--- config.mk ---
export PLATFORM = sky130hd
export DESIGN_NAME = countdown_timer
export DESIGN_NICKNAME = d
export VERILOG_FILES = /design/src/rtl/countdown_timer.sv
export SDC_FILE = /design/constraint.sdc
export NUM_CORES = 1
export LEC_CHECK = 0
export ABC_AREA = 1
export BUFFER_PORTS_ARGS = -buffer_cell sky130_fd_sc_hd__buf_4
export CELL_PAD_IN_SITES_DETAIL_PLACEMENT = 1
export CELL_PAD_IN_SITES_GLOBAL_PLACEMENT = 1
export CORE_UTILIZATION = 38
export CTS_CLUSTER_DIAMETER = 60
export DETAILED_ROUTE_END_ITERATION = 8
export GPL_ROUTABILITY_DRIVEN = 0
export PLACE_DENSITY = 0.88
export SYNTH_ARGS = -nofsm -noshare
export SYNTH_HDL_FRONTEND = slang
export SYNTH_SLANG_ARGS = --single-unit
--- constraint.sdc ---
create_clock -name clk -period 2.4 [get_ports clk]
set_clock_uncertainty 0.1 [all_clocks]
set_input_delay 0.36 -clock clk [delete_from_list [all_inputs] [get_ports clk]]
set_output_delay 0.36 -clock clk [all_outputs]
set_load 0.01 [all_outputs]
--- src/rtl/countdown_timer.sv ---
// countdown_timer: loadable down-counter / interval timer.
// Counts a loaded value down to zero, emits a one-cycle terminal-count pulse,
// and optionally reloads itself to repeat the interval.
//
// Ports:
//   clk    in   system clock, all state changes on its rising edge
//   reset  in   synchronous active-high reset
//   En     in   count enable
//   load   in   synchronous load strobe
//   load2  in   [WIDTH-1:0] value captured on load
//   auto   in   1 = reload at terminal count, 0 = one-shot
//   q      out  [WIDTH-1:0] current count (registered)
//   tc     out  terminal-count pulse, one cycle (registered)
//   busy   out  high while RUN or PAUSE
//   state  out  [1:0] FSM state: IDLE=00 RUN=01 PAUSE=10 DONE=11
module countdown_timer #(
  parameter int unsigned WIDTH = 12
) (
  input  logic             clk,
  input  logic             reset,
  input  logic             En,
  input  logic             load,
  input  logic [WIDTH-1:0] load2,
  input  logic             auto,
  output logic [WIDTH-1:0] q,
  output logic             tc,
  output logic             busy,
  output logic [1:0]       state
);

  typedef enum logic [1:0] {
    IDLE  = 2'b00,
    RUN   = 2'b01,
    PAUSE = 2'b10,
    DONE  = 2'b11
  } state_e;

  state_e           state_q, state_d;
  logic [WIDTH-1:0] q_q, q_d;
  logic [WIDTH-1:0] reload_q, reload_d;
  logic             tc_q, tc_d;

  always_comb begin
    state_d  = state_q;
    q_d      = q_q;
    reload_d = reload_q;
    tc_d     = 1'b0;

    if (load) begin
      // A zero load parks the timer; any other value (re)starts it without a pulse.
      q_d      = load2;
      reload_d = load2;
      if (load2 == '0) state_d = IDLE;
      else             state_d = En ? RUN : PAUSE;
    end else begin
      unique case (state_q)
        IDLE: begin
          state_d = IDLE;
        end
        RUN, PAUSE: begin
          if (!En) begin
            state_d = PAUSE;
          end else if (q_q == WIDTH'(1)) begin
            tc_d = 1'b1;
            if (auto) begin
              q_d     = reload_q;
              state_d = RUN;
            end else begin
              q_d     = '0;
              state_d = DONE;
            end
          end else begin
            // q is never 0 in RUN/PAUSE, so this cannot wrap.
            q_d     = q_q - WIDTH'(1);
            state_d = RUN;
          end
        end
        DONE: begin
          q_d     = '0;
          state_d = DONE;
        end
        default: begin
          state_d = IDLE;
        end
      endcase
    end
  end

  always_ff @(posedge clk) begin
    if (reset) begin
      state_q  <= IDLE;
      q_q      <= '0;
      reload_q <= '0;
      tc_q     <= 1'b0;
    end else begin
      state_q  <= state_d;
      q_q      <= q_d;
      reload_q <= reload_d;
      tc_q     <= tc_d;
    end
  end

  assign q     = q_q;
  assign tc    = tc_q;
  assign state = state_q;
  assign busy  = (state_q == RUN) || (state_q == PAUSE);

endmodule

* Word level (Yosys, flattened, before mapping)
Index checks and enable logic that the tools add are counted.
** Word-level totals
- Flip-flop bits (word level) :: 27
- Latch bits :: 0
- RAM bits :: 0
- Bits in read-only memories :: 0
- Output and inout port bits :: 16
- Word-level logic and storage cells :: 32
- Memories :: 0
** Operators by class
- $add $sub $neg :: 1
- Multipliers :: 0
- Div/mod/pow operators :: 0
- $lt $le $gt $ge :: 0
- Equal/unequal tests :: 5
- Shift operators :: 0
- Muxes and demuxes :: 13
- Bitwise logic cells :: 2
- Reductions and logical operators :: 7
** Operator list (count)
- $mux 12 :: 4
- $pmux 12 s2 :: 1
- $eq 12x1->1 const B :: 1
- $logic_not 12->1 :: 1
- $mux 2 :: 6
- $sub 12x1->12 const B :: 1
- $pmux 2 s3 :: 1
- $eq 2x2->1 const B :: 2
- $reduce_or 4->1 :: 1
- $ne 3x3->1 const B :: 1
- $reduce_bool 3->1 :: 1
- $eq 2x1->1 const B :: 1
- $logic_not 2->1 :: 1
- $not 1->1 :: 2
- $reduce_and 2->1 :: 1
- $reduce_or 2->1 :: 1
- $logic_or 1x1->1 :: 1
- $mux 1 :: 1

* Depth between registers and ports, before layout
- Depth after elaboration :: 5
- Depth in mapped cells :: 10
- Mapped depth without buffers :: 10

* Least setup slack after synthesis
No wires, ideal clock.
- Kind :: register -> register
- From :: register state_q[0], in the netlist state[0]
- To :: register q_q[11], in the netlist q[11]
- Setup time :: 120 ps
- Data arrival time :: 1635 ps
- Data required time :: 2180 ps
- Setup slack :: 545 ps
- Cell stages (with the launch flop) :: 10
- Path buffers :: 1
- Clock period less this slack :: 1855 ps
- Path through :: dfxtp_1 inv_1 ha_1 nand2_2 inv_2 nor3_4 inv_4 buf_6 o21ai_1 a21oi_1
** Between the ends
- Word-level cells in the longest chain between the ends :: 4
- Elaborated cells on any way between the ends :: 9
** RTL lines
- start, declared :: RTL line 38 : state_e state_q, state_d;
- start signal, assigned :: RTL line 96 : state_q <= state_d;
- $eq 2x1->1 or $eq 2x2->1 (tied branches) :: RTL line 56 : unique case (state_q)
- $reduce_or 2->1 :: RTL line 56
- $pmux 12 s2, or another cell as far along :: RTL line 56
- $mux 12 or $reduce_and 2->1 (tied branches)
- end signal, assigned :: RTL line 97 : q_q <= q_d;
- end, declared :: RTL line 39 : logic [WIDTH-1:0] q_q, q_d;
Several ways; a longest one is shown, not always the timed one.
A chain may end at the register's enable or synchronous reset.

* Worst setup path in the final report
- From :: register state_q[0], in the netlist state[0]
- To :: register q_q[0], in the netlist q[0]
The elaborated chain is that of the path after synthesis.

==> impl_summary.md <==
Outcome
The flow ran to the end, and the final reports show no timing, DRC or antenna violations.

Clock network
The source-to-sink clock delay at the later pin of the worst-skew pair is 0.28 ns. The master cell of the clock root buffer is sky130_fd_sc_hd__clkbuf_8. The total clock buffers created by CTS is 3.

The clock transition time at the flip-flop clock pins of the worst setup and hold paths is 0.10 ns. The clock sink count is 27. The post-CTS resize count is 0. In this run the number of H-tree levels came out at 1. TritonCTS built the clock tree. The total of hold buffers inserted after clock tree synthesis is 0.

The deepest clock path buffer count is 2. Post-CTS timing repair inserted 0 buffers for setup.

Global routing
The global routing's busiest layer is met2. The wire length of the first global-routing pass is 8493 um. The met3 capacity usage during global routing is 1.151%.

The number of global-route vias before repair is 1786. Global routing consumed, on the met1 layer, 32.10% of the routing resources. The pin count of the biggest net entering global routing is 27.

For this run, global-route usage on met2 was measured as 42.28%. The initial antenna violation count was 0. For this run the aggregate overflow at the end of global routing stands at 0. The total global routing track utilization is 24.62%.

Timing
The max-slew violation count is 0. Measured against its own limit, the worst slew margin works out to 66.72%. The final hold violation count was 0. The transition time at the pin with the least slew margin is 0.4954 ns.

The worst path meets setup with 0.3715 ns of slack. Setup violations remaining at the end of the flow were counted as 0. Setup repair after global routing left no endpoint under its margin. The highest clock frequency the design can meet is 0.4930 GHz. The clock period could shrink to 2.029 ns. Setup total negative slack on the finished layout was measured at 0 ns.

The final critical path takes up 84.52% of the cycle.

Floorplanning
The core region is 4115 um2. The row count is 23. The die extent in x is 68.50 um. The die boundary height is 68.50 um. The effective utilization at floorplan is 40.83%.

The number of top-level pins is 33. The floorplan step defined a die boundary enclosing 4692 um2.

Synthesis
The Yosys warning count is 0. The area share of the leading cell type in the synthesized netlist is 32.17%. The cell type with the highest aggregate area in the netlist is sky130_fd_sc_hd__dfxtp_1. The synthesized netlist devotes 19.36% of its cell area to compound gates.

The synthesized netlist devotes 2.978% of its cell area to adder and majority cells. The largest family of logic cells by synthesized area is simple AND/OR/NAND/NOR gates. Ranked by total cell area, the synthesized netlist is headed by sky130_fd_sc_hd__dfxtp_1 (32%), sky130_fd_sc_hd__nand3_1 (11%), sky130_fd_sc_hd__nand2_1 (11%). The mean post-synth cell area is 6.776 um2. The synthesized design contains 0 enable-type register cells. Of all flip-flops after synthesis, the portion carrying an async set or reset was 0%. Of the total synthesized cell area, the portion taken by AND, OR, NAND and NOR gates is 34.77%. The post-synthesis cell area is 1680 um2. After technology mapping, the gate count stands at 248.

The top flip-flop cell by instance count after synthesis is sky130_fd_sc_hd__dfxtp_1. The number of nets handed over by synthesis was 269. The number of flip-flops and latches in the synthesized netlist is 27. Yosys mapped the design onto 31 distinct sky130hd cell types.

The part of the Yosys area used for sequential elements is 32.17%. The proportion of synthesized area in mux cells is 0%. Of the total synthesized cell area, the portion taken by XOR and XNOR cells is 0.5212%.

Place
At the placement stage, the worst setup path has a slack of 0.4025 ns. Detailed placement finished with a half-perimeter wire length of 3977 um. The placed instances occupy a cell area of 1934 um2.

Once placement completed, the tool counted placed cells totaling 323. The port buffer count is 32.

Setup path
The delay of the slowest cell on the worst path is 0.39 ns. Traced cell by cell, the critical path runs through inv_1 > ha_1 > nand2_2 > inv_2 > nor3_4 > inv_4 > o21ai_0 > a31oi_2. The worst setup path is launched from a register. The critical path endpoint category is a register.

The required time at the worst-slack endpoint is 2.46 ns. The worst setup path is of the register to register kind. The slowest stage of the critical path belongs to the cell sky130_fd_sc_hd__nor3_4.

Data arrives at the worst endpoint at 2.09 ns. The setup check on the worst reg-to-reg path leaves a slack of 0.37 ns. The critical-path maximum fanout is 15.

Route
The sum of routed wire length over all layers is 5143 um. The first TritonRoute pass finished after 4 iterations. Once detail routing completed, the nets flagged for antenna violations numbered 0. For this run, design rule violations remaining after detail routing come to 0. The post-detailed-route via-to-cell ratio is 5.434. The number of vias after detailed routing is 1777. The average detailed-routed wire length per instance is 15.73 um. After the first detailed-routing iteration, the DRC count stood at 61.

Final layout
The area growth from synthesis to layout is 17.87%. The number of standard cells in the final layout excluding fillers is 327. Once layout is complete, the utilization of the core stands at 48.13%. Of the cells placed in the final design, the portion with a size suffix greater than 1 is 21.30%. The commonest non-fill, non-tap cell in the layout is sky130_fd_sc_hd__nand2_1. The final instance area is 1981 um2. The top cell types in the final layout, fill and taps aside, are sky130_fd_sc_hd__nand2_1 (50), sky130_fd_sc_hd__nand3_1 (38), sky130_fd_sc_hd__buf_4 (35).

The number of inserted diodes is 0. The net total in the final layout is 299.

Worst hold path
The path class of the tightest hold or removal check is primary input to register.

Pwr
The leakage power of the design is 0.8669 nW. IR analysis of the VDD net gives a maximum drop of 378.2 uV. The total power per unit cell area is 581.0 nW/um2.

Job
Max-cap violations in this run came to 0.
-- final timing paths --
kind                                                from                        to  depth (start not counted)
worst max-delay path                 state[0]$_SDFF_PP0_         q[0]$_SDFFE_PP0P_                          8
worst min-delay path                               reset       state[1]$_SDFF_PP0_                          2
worst max register to register       state[0]$_SDFF_PP0_         q[0]$_SDFFE_PP0P_                          8
worst min register to register  reload_q[0]$_SDFFE_PP0P_  reload_q[0]$_SDFFE_PP0P_                          2
-- cells in the mapped netlist, types with 4 or more instances --
cell	number
sky130_fd_sc_hd__nand2_1	50
sky130_fd_sc_hd__nand3_1	38
sky130_fd_sc_hd__a21oi_1	27
sky130_fd_sc_hd__dfxtp_1	27
sky130_fd_sc_hd__inv_1	21
sky130_fd_sc_hd__nor2_1	17
sky130_fd_sc_hd__o21ai_0	14
sky130_fd_sc_hd__o21ai_1	7
sky130_fd_sc_hd__buf_6	4
sky130_fd_sc_hd__ha_1	4
-- through the flow --
step,total power [mW],hold WS [ns]
after floorplan,0.7656,0.3412
after global placement,0.8796,0.3503
after detailed placement,0.8913,0.3566
after CTS,1.159,0.2169
after global routing,1.221,0.2233
final,1.151,0.2226
-- cell families after synthesis --
group | Yosys count
AO/OA/AOI/OAI | 57
XOR/XNOR | 1
adder cells (fa/ha/maj) | 4
buffers and inverters | 36
flip-flops | 27
AND/OR/NAND/NOR | 123
-- power breakdown --
group	internal, mW	switching (mW)
Sequential	0.481	0.0363
Clock	0.117	0.150
Combinational	0.137	0.229
Total	0.735	0.416
-- per-layer routing --
metal  routed length, um  part of all wire, %
met5                   0                    0
met4                 106                  2.1
met3                 135                  2.6
met2                2465                   48
met1                2436                   47
-- critical path: cells and delay by family (launching register included) --
| family | cells | cell delay [ns] |
|---|---|---|
| adder cells (fa/ha/maj) | 1 | 0.35 |
| buffers and inverters | 3 | 0.28 |
| AO/OA/AOI/OAI | 2 | 0.31 |
| AND/OR/NAND/NOR | 2 | 0.50 |
| flip-flops | 1 | 0.38 |
-- cell type report --
| class | instances | area [um2] |
|---|---|---|
| Timing Repair Buffer | 35 | 262.8 |
| Sequential cell | 27 | 540.5 |
| Clock inverter | 1 | 5.005 |
| Fill cell | 573 | 2135 |
| Tap cell | 50 | 62.56 |
| Clock buffer | 3 | 41.29 |
| Inverter | 26 | 100.1 |
| Multi-Input combinational cell | 185 | 968.4 |
-- flip-flops by register name, indices dropped and copies added, names as in the netlist --
register	count
q	12
reload_q	12
state	2
tc	1
No activity file was read; power rests on OpenSTA's default activity.
